`src/rtl/funct_generator_div.sv`:
```
// funct_generator_div: multi-cycle restoring signed divider (2W-bit dividend / W-bit divisor).
// Optional macro DIV_ZERO_FLAG_EN adds div_zero_o and a short-circuit divide-by-zero path.
module funct_generator_div #(
    parameter int DATA_WIDTH = 16
) (
    input  logic                           clk,
    input  logic                           rst,
    input  logic                           enh,
    input  logic signed [2*DATA_WIDTH-1:0] dividend_i,
    input  logic signed [DATA_WIDTH-1:0]   divisor_i,
    output logic                           busy_o,
    output logic                           done_o,
    output logic signed [2*DATA_WIDTH-1:0] quotient_o,
    output logic signed [DATA_WIDTH-1:0]   remainder_o
`ifdef DIV_ZERO_FLAG_EN
    ,
    output logic                           div_zero_o
`endif
);
    localparam int W  = DATA_WIDTH;
    localparam int QW = 2 * DATA_WIDTH;
    localparam int CW = $clog2(QW + 1);

    typedef enum logic [1:0] {IDLE, CALC, SIGN} state_t;

    // Magnitudes are formed one bit wider than the operand so the most negative value survives.
    function automatic logic [QW-1:0] mag_q(input logic signed [QW-1:0] v);
        logic signed [QW:0] ext;
        ext = {v[QW-1], v};
        return QW'(ext[QW] ? -ext : ext);
    endfunction

    function automatic logic [W-1:0] mag_d(input logic signed [W-1:0] v);
        logic signed [W:0] ext;
        ext = {v[W-1], v};
        return W'(ext[W] ? -ext : ext);
    endfunction

    function automatic logic signed [QW-1:0] sign_q(input logic [QW-1:0] mag, input logic neg);
        return neg ? -$signed(mag) : $signed(mag);
    endfunction

    function automatic logic signed [W-1:0] sign_r(input logic [W-1:0] mag, input logic neg);
        return neg ? -$signed(mag) : $signed(mag);
    endfunction

    state_t        state;
    logic [CW-1:0] cnt;
    logic [QW-1:0] q_sh;
    logic [W-1:0]  rem;
    logic [W-1:0]  dvs_mag;
    logic          q_neg;
    logic          r_neg;
    logic          dz;
`ifndef DIV_ZERO_FLAG_EN
    logic [W-1:0]  dvd_lo;
`endif

    logic [W:0] sh;
    logic       ge;

    assign sh = {rem, q_sh[QW-1]};
    assign ge = (sh >= {1'b0, dvs_mag});

    always_ff @(posedge clk) begin
        if (rst) begin
            state       <= IDLE;
            cnt         <= '0;
            busy_o      <= 1'b0;
            done_o      <= 1'b0;
            quotient_o  <= '0;
            remainder_o <= '0;
`ifdef DIV_ZERO_FLAG_EN
            div_zero_o  <= 1'b0;
`endif
        end else begin
            done_o <= 1'b0;
            case (state)
                IDLE: begin
                    if (enh) begin
                        q_sh    <= mag_q(dividend_i);
                        rem     <= '0;
                        dvs_mag <= mag_d(divisor_i);
                        q_neg   <= dividend_i[QW-1] ^ divisor_i[W-1];
                        r_neg   <= dividend_i[QW-1];
                        dz      <= (divisor_i == '0);
`ifndef DIV_ZERO_FLAG_EN
                        dvd_lo  <= dividend_i[W-1:0];
`endif
                        cnt     <= CW'(QW);
                        busy_o  <= 1'b1;
                        state   <= CALC;
                    end
                end
                CALC: begin
`ifdef DIV_ZERO_FLAG_EN
                    if (dz) state <= SIGN;
                    else
`endif
                    if (cnt == '0) begin
                        state <= SIGN;
                    end else begin
                        // Restoring step: keep the trial difference only when it did not borrow.
                        rem  <= W'(ge ? sh - {1'b0, dvs_mag} : sh);
                        q_sh <= {q_sh[QW-2:0], ge};
                        cnt  <= cnt - CW'(1);
                    end
                end
                SIGN: begin
                    done_o <= 1'b1;
                    busy_o <= 1'b0;
                    state  <= IDLE;
`ifdef DIV_ZERO_FLAG_EN
                    div_zero_o <= dz;
                    if (dz) begin
                        quotient_o  <= '0;
                        remainder_o <= '0;
                    end else begin
                        quotient_o  <= sign_q(q_sh, q_neg);
                        remainder_o <= sign_r(rem, r_neg);
                    end
`else
                    if (dz) begin
                        quotient_o  <= '1;
                        remainder_o <= dvd_lo;
                    end else begin
                        quotient_o  <= sign_q(q_sh, q_neg);
                        remainder_o <= sign_r(rem, r_neg);
                    end
`endif
                end
                default: state <= IDLE;
            endcase
        end
    end

endmodule

```
`config.mk`:
```
export PLATFORM = sky130hd
export DESIGN_NAME = funct_generator_div
export DESIGN_NICKNAME = d
export VERILOG_FILES = /design/src/rtl/funct_generator_div.sv
export SDC_FILE = /design/constraint.sdc
export NUM_CORES = 1
export LEC_CHECK = 0
export ABC_AREA = 1
export CELL_PAD_IN_SITES_DETAIL_PLACEMENT = 0
export CELL_PAD_IN_SITES_GLOBAL_PLACEMENT = 1
export CORE_MARGIN = 2
export CORE_UTILIZATION = 46
export CTS_BUF_LIST = sky130_fd_sc_hd__clkbuf_4 sky130_fd_sc_hd__clkbuf_8
export DETAILED_ROUTE_END_ITERATION = 10
export GPL_ROUTABILITY_DRIVEN = 0
export PLACE_DENSITY = 0.95
export SYNTH_ARGS = -nofsm -noshare
export SYNTH_HDL_FRONTEND = slang
export SYNTH_SLANG_ARGS = --single-unit
```
`constraint.sdc`:
```
create_clock -name clk -period 6.65 [get_ports clk]
set_clock_uncertainty 0.1 [all_clocks]
set_input_delay 1.995 -clock clk [delete_from_list [all_inputs] [get_ports clk]]
set_output_delay 1.995 -clock clk [all_outputs]
set_load 0.005 [all_outputs]
```
[Yosys cells after proc, flatten, opt, wreduce, memory -nomap -nowiden]
Index checks and enable logic that the tools add are counted.
Widths: inputs -> output; s select.
Storage, ports and cells
  register bits: 141
  latch bits: 0
  RAM bits: 0
  bits in read-only memories: 0
  input bits: 51
  output and inout bits: 50
  word-level logic and storage cells: 60
  memories: 0
Cells by class
  $add $sub $neg: 6
  $mul: 0
  divide/modulo/power cells: 0
  order comparisons: 1
  equal/unequal tests: 5
  shifts and indexed selects: 0
  muxes and demuxes: 22
  bitwise operators: 2
  reductions and logical operators: 10
Operators by type and width (count)
  $mux 32: 5
  $mux 16: 5
  $neg 32->32: 2
  $pmux 32 s2: 1
  $neg 16->16: 2
  $pmux 16 s2: 1
  $ge 17x16->1: 1
  $logic_not 16->1: 1
  $sub 16x16->16: 1
  $mux 15: 1
  $mux 6: 2
  $pmux 6 s2: 1
  $logic_not 6->1: 1
  $ne 2x2->1 const B: 3
  $reduce_and 3->1: 2
  $sub 6x1->6 const B: 1
  $mux 2: 2
  $pmux 2 s2: 1
  $reduce_and 2->1: 2
  $reduce_and 4->1: 1
  $reduce_bool 2->1: 2
  $eq 2x1->1 const B: 1
  $eq 2x2->1 const B: 1
  $logic_not 2->1: 1
  other kinds (4): 5

[Longest topological paths before layout]
Gate-level depths: netlist (run 1).
  word-level depth: 4
  mapped depth: 14
  depth with buffers taken out: 14

[Least setup slack after synthesis (run 1)]
No wires, ideal clock.
  path kind: input -> register
  start point: input port enh
  end point: register q_sh[0] (enable)
  setup time: 0.454 ns
  data arrival time: 4.434 ns
  required time: 6.096 ns
  setup slack: 1.662 ns
  stages: 6
  path buffers: 0
  cell sequence: nand2_1 nor2_1 inv_1 nand2_1 inv_2 nor2_1
On the way
  cells in the longest elaborated chain, start to end: 2
Ends and longest elaborated chain
  from (decl): line 8  | input logic enh,
  $ne 2x2->1 (no source line)
  $reduce_and 4->1 (no source line)
  to (signal assigned): line 81  | q_sh <= mag_q(dividend_i);
  to (signal assigned): line 105  | q_sh <= {q_sh[QW-2:0], ge};
  to (decl): line 49  | logic [QW-1:0] q_sh;
No other way between the ends.
A chain may end at the register's enable or synchronous reset.

[Worst setup path after layout (run 1)]
  start point: input port dividend_i[0]
  end point: register q_sh[24] (data pin)
On the way
  cells in the longest elaborated chain, start to end: 4
Ends and longest elaborated chain
  from (decl): line 9  | input logic signed [2*DATA_WIDTH-1:0] dividend_i,
  $neg 32->32: line 30  | return QW'(ext[QW] ? -ext : ext);
  $mux 32: line 30
  $mux 32: line 80  | if (enh) begin
  $pmux 32 s2: line 78  | case (state)
No other way between the ends. The select of a mux whose other input is x is not followed.

==> results of run 1 <==
==> worst max-delay path, stage by stage <==
cell	delay (ns)
clkdlybuf4s50_1	0.45
inv_1	0.12
ha_1	0.21
nand3_1	0.10
nand2_1	0.14
nand3_2	0.16
nor2_1	0.33
nand3_1	0.12
nand3_1	0.10
o21ai_0	0.12
==> cell type report <==
class,count,share of cell area
multi-input cells,923,0.423
clock inverters,13,0.0115
clock buffers,19,0.0246
well taps,265,0.0312
flip-flops and latches,141,0.344
inverters,188,0.0665
repair buffers,107,0.0992
==> report_power, final <==
group | total, mW | internal [mW] | switching [mW] | leakage, nW
clock network | 0.682 | 0.346 | 0.336 | 0.190
registers | 1.15 | 1.06 | 0.0925 | 1.25
logic | 0.753 | 0.284 | 0.469 | 3.45
total | 2.59 | 1.69 | 0.897 | 4.89
==> cell families after synthesis <==
kind of cell / count (synthesis)
DFF: 141
xor gates and xnor gates: 41
adders and majority gates: 23
AOI/OAI and AO/OA: 145
buffers and inverters: 224
and+or+nand+nor: 714
==> registers in the layout, summed over array words and instances, names as in the netlist <==
register	flops
remainder_o	16
q_sh	32
r_neg	1
state	2
done_o	1
dz	1
dvd_lo	16
dvs_mag	16
q_neg	1
rem	16
busy_o	1
cnt	6
quotient_o	32
==> Yosys cell counts (all sizes together) (7+ instances only) <==
library cell / instances / area share
a21oi: 34 / 0.019
a31oi: 7 / 0.0049
buf: 19 / 0.011
clkbuf: 17 / 0.0071
dfxtp: 58 / 0.13
edfxtp: 83 / 0.28
ha: 22 / 0.031
inv: 186 / 0.078
nand2: 383 / 0.16
nand3: 135 / 0.078
nand4: 29 / 0.020
nor2: 145 / 0.064
nor3: 16 / 0.0095
o211ai: 9 / 0.0075
o21ai: 85 / 0.047
xnor2: 14 / 0.014
xor2: 27 / 0.026
==> path summary, 6_finish.rpt <==
path	start	endpoint	slack (ns)	cells after the start
hold / removal	remainder_o[11]	remainder_o[11]	0.35	2
setup reg to reg	rem[10]	rem[6]	3.96	10
setup / recovery	dividend_i[0]	q_sh[24]	2.88	10
hold reg to reg	remainder_o[11]	remainder_o[11]	0.35	2
==> routing by layer <==
metal,share of wire,track usage
met1,0.48,0.328
met2,0.43,0.346
met3,0.067,0.0440
met4,0.018,0.0722
met5,0,0
==> cells in the final DEF, fill, tap and decap left out, drive strengths merged <==
| master | n |
|---|---|
| o22ai | 2 |
| nand3 | 135 |
| dfxtp | 58 |
| o21a | 3 |
| a21o | 1 |
| xor2 | 27 |
| clkinv | 10 |
| o221ai | 2 |
| xnor2 | 14 |
| o211ai | 9 |
| nor3b | 1 |
| buf | 7 |
| a21oi | 34 |
| and2 | 2 |
| o31ai | 2 |
| fa | 1 |
| nor2 | 145 |
| o21ai | 85 |
| edfxtp | 83 |
| or2 | 1 |
| clkbuf | 19 |
| clkdlybuf4s50 | 100 |
| nand3b | 2 |
| clkinvlp | 3 |
| inv | 186 |
| nor3 | 16 |
| nand2 | 383 |
| a31oi | 7 |
| ha | 22 |
| bufinv | 2 |
| nand4 | 29 |
==> results by group, run 1 <==
Drt
  – Post-route ant nets: 0
  – Pre-Repair DR Iteration Count: 5
  – Post-Route WL: 23.2 mm
  – Via count: 8466
  – Via/cell ratio: 5.11
  – DRT iter0 DRCs: 751
  – DRC viols: 0
  – Wirelength per Cell: 14.0 um

Synthesis
  – Number of synthesized flops with an enable pin: 83
  – Post-synthesis sequential area ratio: 0.406
  – Post-synthesis compound-gate area fraction: 0.0869
  – Cells after Synth: 1288
  – Post-synthesis cell area: 9000 um^2
  – Largest family of logic cells by synthesized area: simple AND/OR/NAND/NOR gates
  – Seq cells post-synth: 141
  – Avg Cell Area, Syn: 6.98 um^2
  – Netlist cell types: 39
  – Synth Flop Type: edfxtp_1
  – Post-synthesis mux area share: 0
  – Synth Warn #: 0
  – Share of synthesized cell area in full adder, half adder and majority cells: 0.0328
  – Syn_nets: 1362
  – Xor-xnor portion of the synthesized cell area: 0.0399
  – Post-Synth Simple-Gate Area: 0.337
  – FFs w/ async S/R, synth: 0

Clock tree
  – Post-CTS Setup Inserts: 0
  – Clock Latency Late Sink: 0.46 ns
  – Num Clock Sinks: 141
  – Reg clk slew, reported paths: 0.08 ns
  – H-tree depth: 4
  – CTS tree: done
  – Post-CTS Hold Buffers: 0
  – Root buffer cell: clkbuf_8
  – CTS Buf Count: 17
  – Bufs on Longest Clock Path: 2
  – Cts repair resizes: 0

Setup path
  – CP Launch Type: input pin
  – Crit. End Element: flip-flop
  – Critical Path AT: 3.84 ns
  – CP Data Required Time: 6.72 ns
  – Critical Path Fanout Max: 5
  – Critical path class: in -> reg

Layout
  – Post-Layout Cell Count: 1656
  – Multi-input gate area: 4490 um^2
  – Number of diodes: 0
  – Fillers: 1972
  – Final nets: 1452
  – Final core utilization: 0.549
  – Register area: 3650 um^2
  – Final Cell Area: 10600 um^2
  – Share of cells above drive strength 1: 0.0489
  – Area grow syn2layout: 18.0%

STA
  – Slew HR: 0.230
  – Final hold violation count: 0
  – Final setup viols: 0
  – RSZ-0062 raised after global routing: false
  – Final worst path period share: 0.566
  – Final Max Slew Viols: 0
  – Fin Setup TNS: 0 ns
  – Worst Hold Margin: 0.352 ns
  – Fmax: 266 MHz
  – Slew @ Worst Pin: 1.15 ns
  – Post-route setup slack: 2.88 ns
  – Min Tclk post-route: 3.77 ns

Placed design
  – Number of cells after detailed placement: 1624
  – Input/output buffers: 100
  – DP Worst Slack: 2.45 ns
  – Placed inst area: 10200 um^2
  – DP HPWL: 17.7 mm

Outcome
  – Outcome: complete, no violations

Power and ir drop
  – LEAKAGE: 4.89 nW
  – Pwr dens: 244 nW/um^2
  – VDD IR max: 0.000111 V
  – Final Power: 2.59 mW

Global route
  – First-pass GRT wire length: 36.7 mm
  – Vias in the first global route: 7435
  – GRT overflow: 0
  – Initial antenna violation count: 0
  – Total track usage: 0.228
  – Largest net degree at the start of global routing: 58

Floorplan
  – FP Rows: 51
  – I/O pin cnt: 101
  – Starting density of the core: 0.465
  – Chip Height: 144 um
  – Die ar.: 20700 um^2
  – Core ar.: 19300 um^2
  – Die Span X: 144 um

Run
  – Max capacitance violation total: 0

Min path
  – Min-Delay Path Class: reg -> reg
Note: power is estimated with default switching activity, not from simulation.
==> inputs of run 2 (changes only) <==
- CORE_UTILIZATION: 46 -> 38
- PLACE_DENSITY: 0.95 -> 0.87
- clock period: 6.65 -> 3.2 ns (I/O delays scaled with it)
==> run 2 against run 1 <==
Net effect:
- first-iteration DRC count fell by 8.4%
- via count decreased by 1.2%
- wire length increased by 2.1%
- sequential power up 110%
- sequential share of layout area fell by 0.76 points
- non-clock buffer count grew 9
- critical endpoint unchanged
- global-route usage shrank 3.4 points
- worst setup slack worse by 2.4 ns
- die area grew 20%
- critical path type unchanged
- largest power group unchanged
==> results by group, run 2 (synthesized netlist as in run 1, its figures left out) <==
Outcome
  – Outcome: complete, no violations

Floorplan
  – Die ar.: 24900 um^2
  – I/O pin cnt: 101
  – Core ar.: 23300 um^2
  – Starting density of the core: 0.386
  – FP Rows: 56
  – Chip Height: 158 um
  – Die Span X: 158 um

Clock tree
  – Bufs on Longest Clock Path: 2
  – Reg clk slew, reported paths: 0.08 ns
  – Post-CTS Setup Inserts: 0
  – Clock Latency Late Sink: 0.45 ns
  – CTS Buf Count: 17
  – Root buffer cell: clkbuf_8
  – Cts repair resizes: 0
  – Num Clock Sinks: 141
  – H-tree depth: 4
  – Post-CTS Hold Buffers: 0
  – CTS tree: done

Layout
  – Multi-input gate area: 4490 um^2
  – Regs by FF count: q_sh x32, quotient_o x32
  – Final nets: 1461
  – Commonest non-fill, non-tap cells in the layout: 380 x nand2_1, 177 x inv_1, 133 x nor2_1, 129 x nand3_1, 100 x clkdlybuf4s50_1
  – Register area: 3650 um^2
  – Share of cells above drive strength 1: 0.0564
  – Area grow syn2layout: 20.7%
  – Fillers: 2412
  – Number of diodes: 0
  – Most common cell after layout, fill and taps aside: nand2_1

STA
  – Final Max Slew Viols: 0
  – RSZ-0062 raised after global routing: false
  – Fmax: 374 MHz
  – Final worst path period share: 0.836
  – Slew @ Worst Pin: 0.953 ns
  – Final hold violation count: 0
  – Final setup viols: 0
  – Fin Setup TNS: 0 ns
  – Slew HR: 0.362
  – Min Tclk post-route: 2.68 ns

Setup path
  – CP Launch Type: input pin
  – Crit. End Element: flip-flop
  – Critical path class: in -> reg
  – Crit path cell chain: clkdlybuf4s50_1, inv_1, ha_1, nand3_1, nand2_1, nand3_2, nor2_1, nand3_1, nand3_1, o21ai_0
  – Slowest cell on crit path: clkdlybuf4s50_1
  – Most used cell along the critical path: nand3_1
  – Reg2reg start: rem[10]
  – Critical Path Fanout Max: 5
  – Worst r2r path cells: 10
  – CP Data Required Time: 3.30 ns
  – Critical R2R Capture: q_sh[0]
  – FF-to-FF setup slack: 0.76 ns
  – Critical Path AT: 2.77 ns
  – CP peak stage delay: 0.45 ns

Placed design
  – DP HPWL: 18.4 mm
  – Input/output buffers: 100

Min path
  – Min-Delay Path Class: reg -> reg
  – WHS Path Cells: 2
  – Worst Hold Launch: remainder_o[3]
  – Hold Path Sink: remainder_o[3]

Drt
  – Wirelength per Cell: 13.8 um
  – Via/cell ratio: 4.87
  – Via count: 8366
  – DRC viols: 0
  – DRT iter0 DRCs: 688
  – Post-Route WL: 23.7 mm
  – Pre-Repair DR Iteration Count: 7
  – Post-route ant nets: 0

Run
  – Max capacitance violation total: 0

Power and ir drop
  – Final Power: 5.66 mW
  – VDD IR max: 0.000241 V
  – Pwr dens: 521 nW/um^2
  – LEAKAGE: 5.00 nW

Global route
  – Initial antenna violation count: 0
  – Vias in the first global route: 7453
  – First-pass GRT wire length: 37.8 mm
  – Largest net degree at the start of global routing: 57
  – Total track usage: 0.194
  – GRT overflow: 0
run 2: cell count changes in the layout (fill, tap and decap cells not counted), moves of 3 or more:
cell        delta
clkinvlp_4     -3
clkinv_2       -3
buf_4          +7
bufinv_16      +3
inv_4          +3
run 2: per-layer routing:
layer,track usage,share of wire
met3,0.0326,0.052
met1,0.283,0.51
met5,0,0
met4,0.0416,0.0071
met2,0.300,0.43
run 2: through the flow:
| step | area (um^2) | worst slack [ns] | hold slack (ns) | instances | util |
|---|---|---|---|---|---|
| finish | 10900 | 0.524 | 0.351 | 1719 | 0.465 |
| global route | 10900 | 0.346 | 0.376 | 1719 | 0.465 |
| CTS | 10900 | 0.588 | 0.357 | 1719 | 0.465 |
| detailed placement | 10400 | 0.0991 | 0.342 | 1687 | 0.445 |
| global placement | 10400 | 0.130 | 0.340 | 1687 | 0.445 |
| floorplan | 9000 | 0.00223 | 0.344 | 1288 | - |
run 2: area by class of cell:
type,instances,share of cell area
Clock buffer,21,0.0255
Clock inverter,11,0.0172
Inverter,188,0.0650
Multi-Input combinational cell,923,0.414
Sequential cell,141,0.337
Tap cell,319,0.0368
Timing Repair Buffer,116,0.106
run 2: worst max path at each step:
stage,slack [ns],startpoint,to,cells after the start
6_report,0.52,dividend_i[0],q_sh[24],10
5_1_grt,0.35,dividend_i[0],q_sh[24],10
4_1_cts,0.59,dividend_i[0],q_sh[24],10
3_5_place_dp,0.1,dividend_i[0],q_sh[24],10
3_3_place_gp,0.13,dividend_i[1],q_sh[24],10
2_1_floorplan,0.002,rst,dvd_lo[0],2
run 2: where the power goes:
part | total [mW] | leakage (nW) | internal (mW) | switching [mW]
sequential | 2.40 | 1.25 | 2.20 | 0.192
clock | 1.68 | 0.239 | 0.985 | 0.692
combinational | 1.58 | 3.51 | 0.612 | 0.972
total | 5.66 | 5.00 | 3.80 | 1.86
run 2: worst max-delay path, delay by kind of cell:
family          cells  cell delay [ns]
fa+ha+maj           1             0.20
compound gates      1             0.08
simple gates        6             0.97
buf+inv             2             0.56
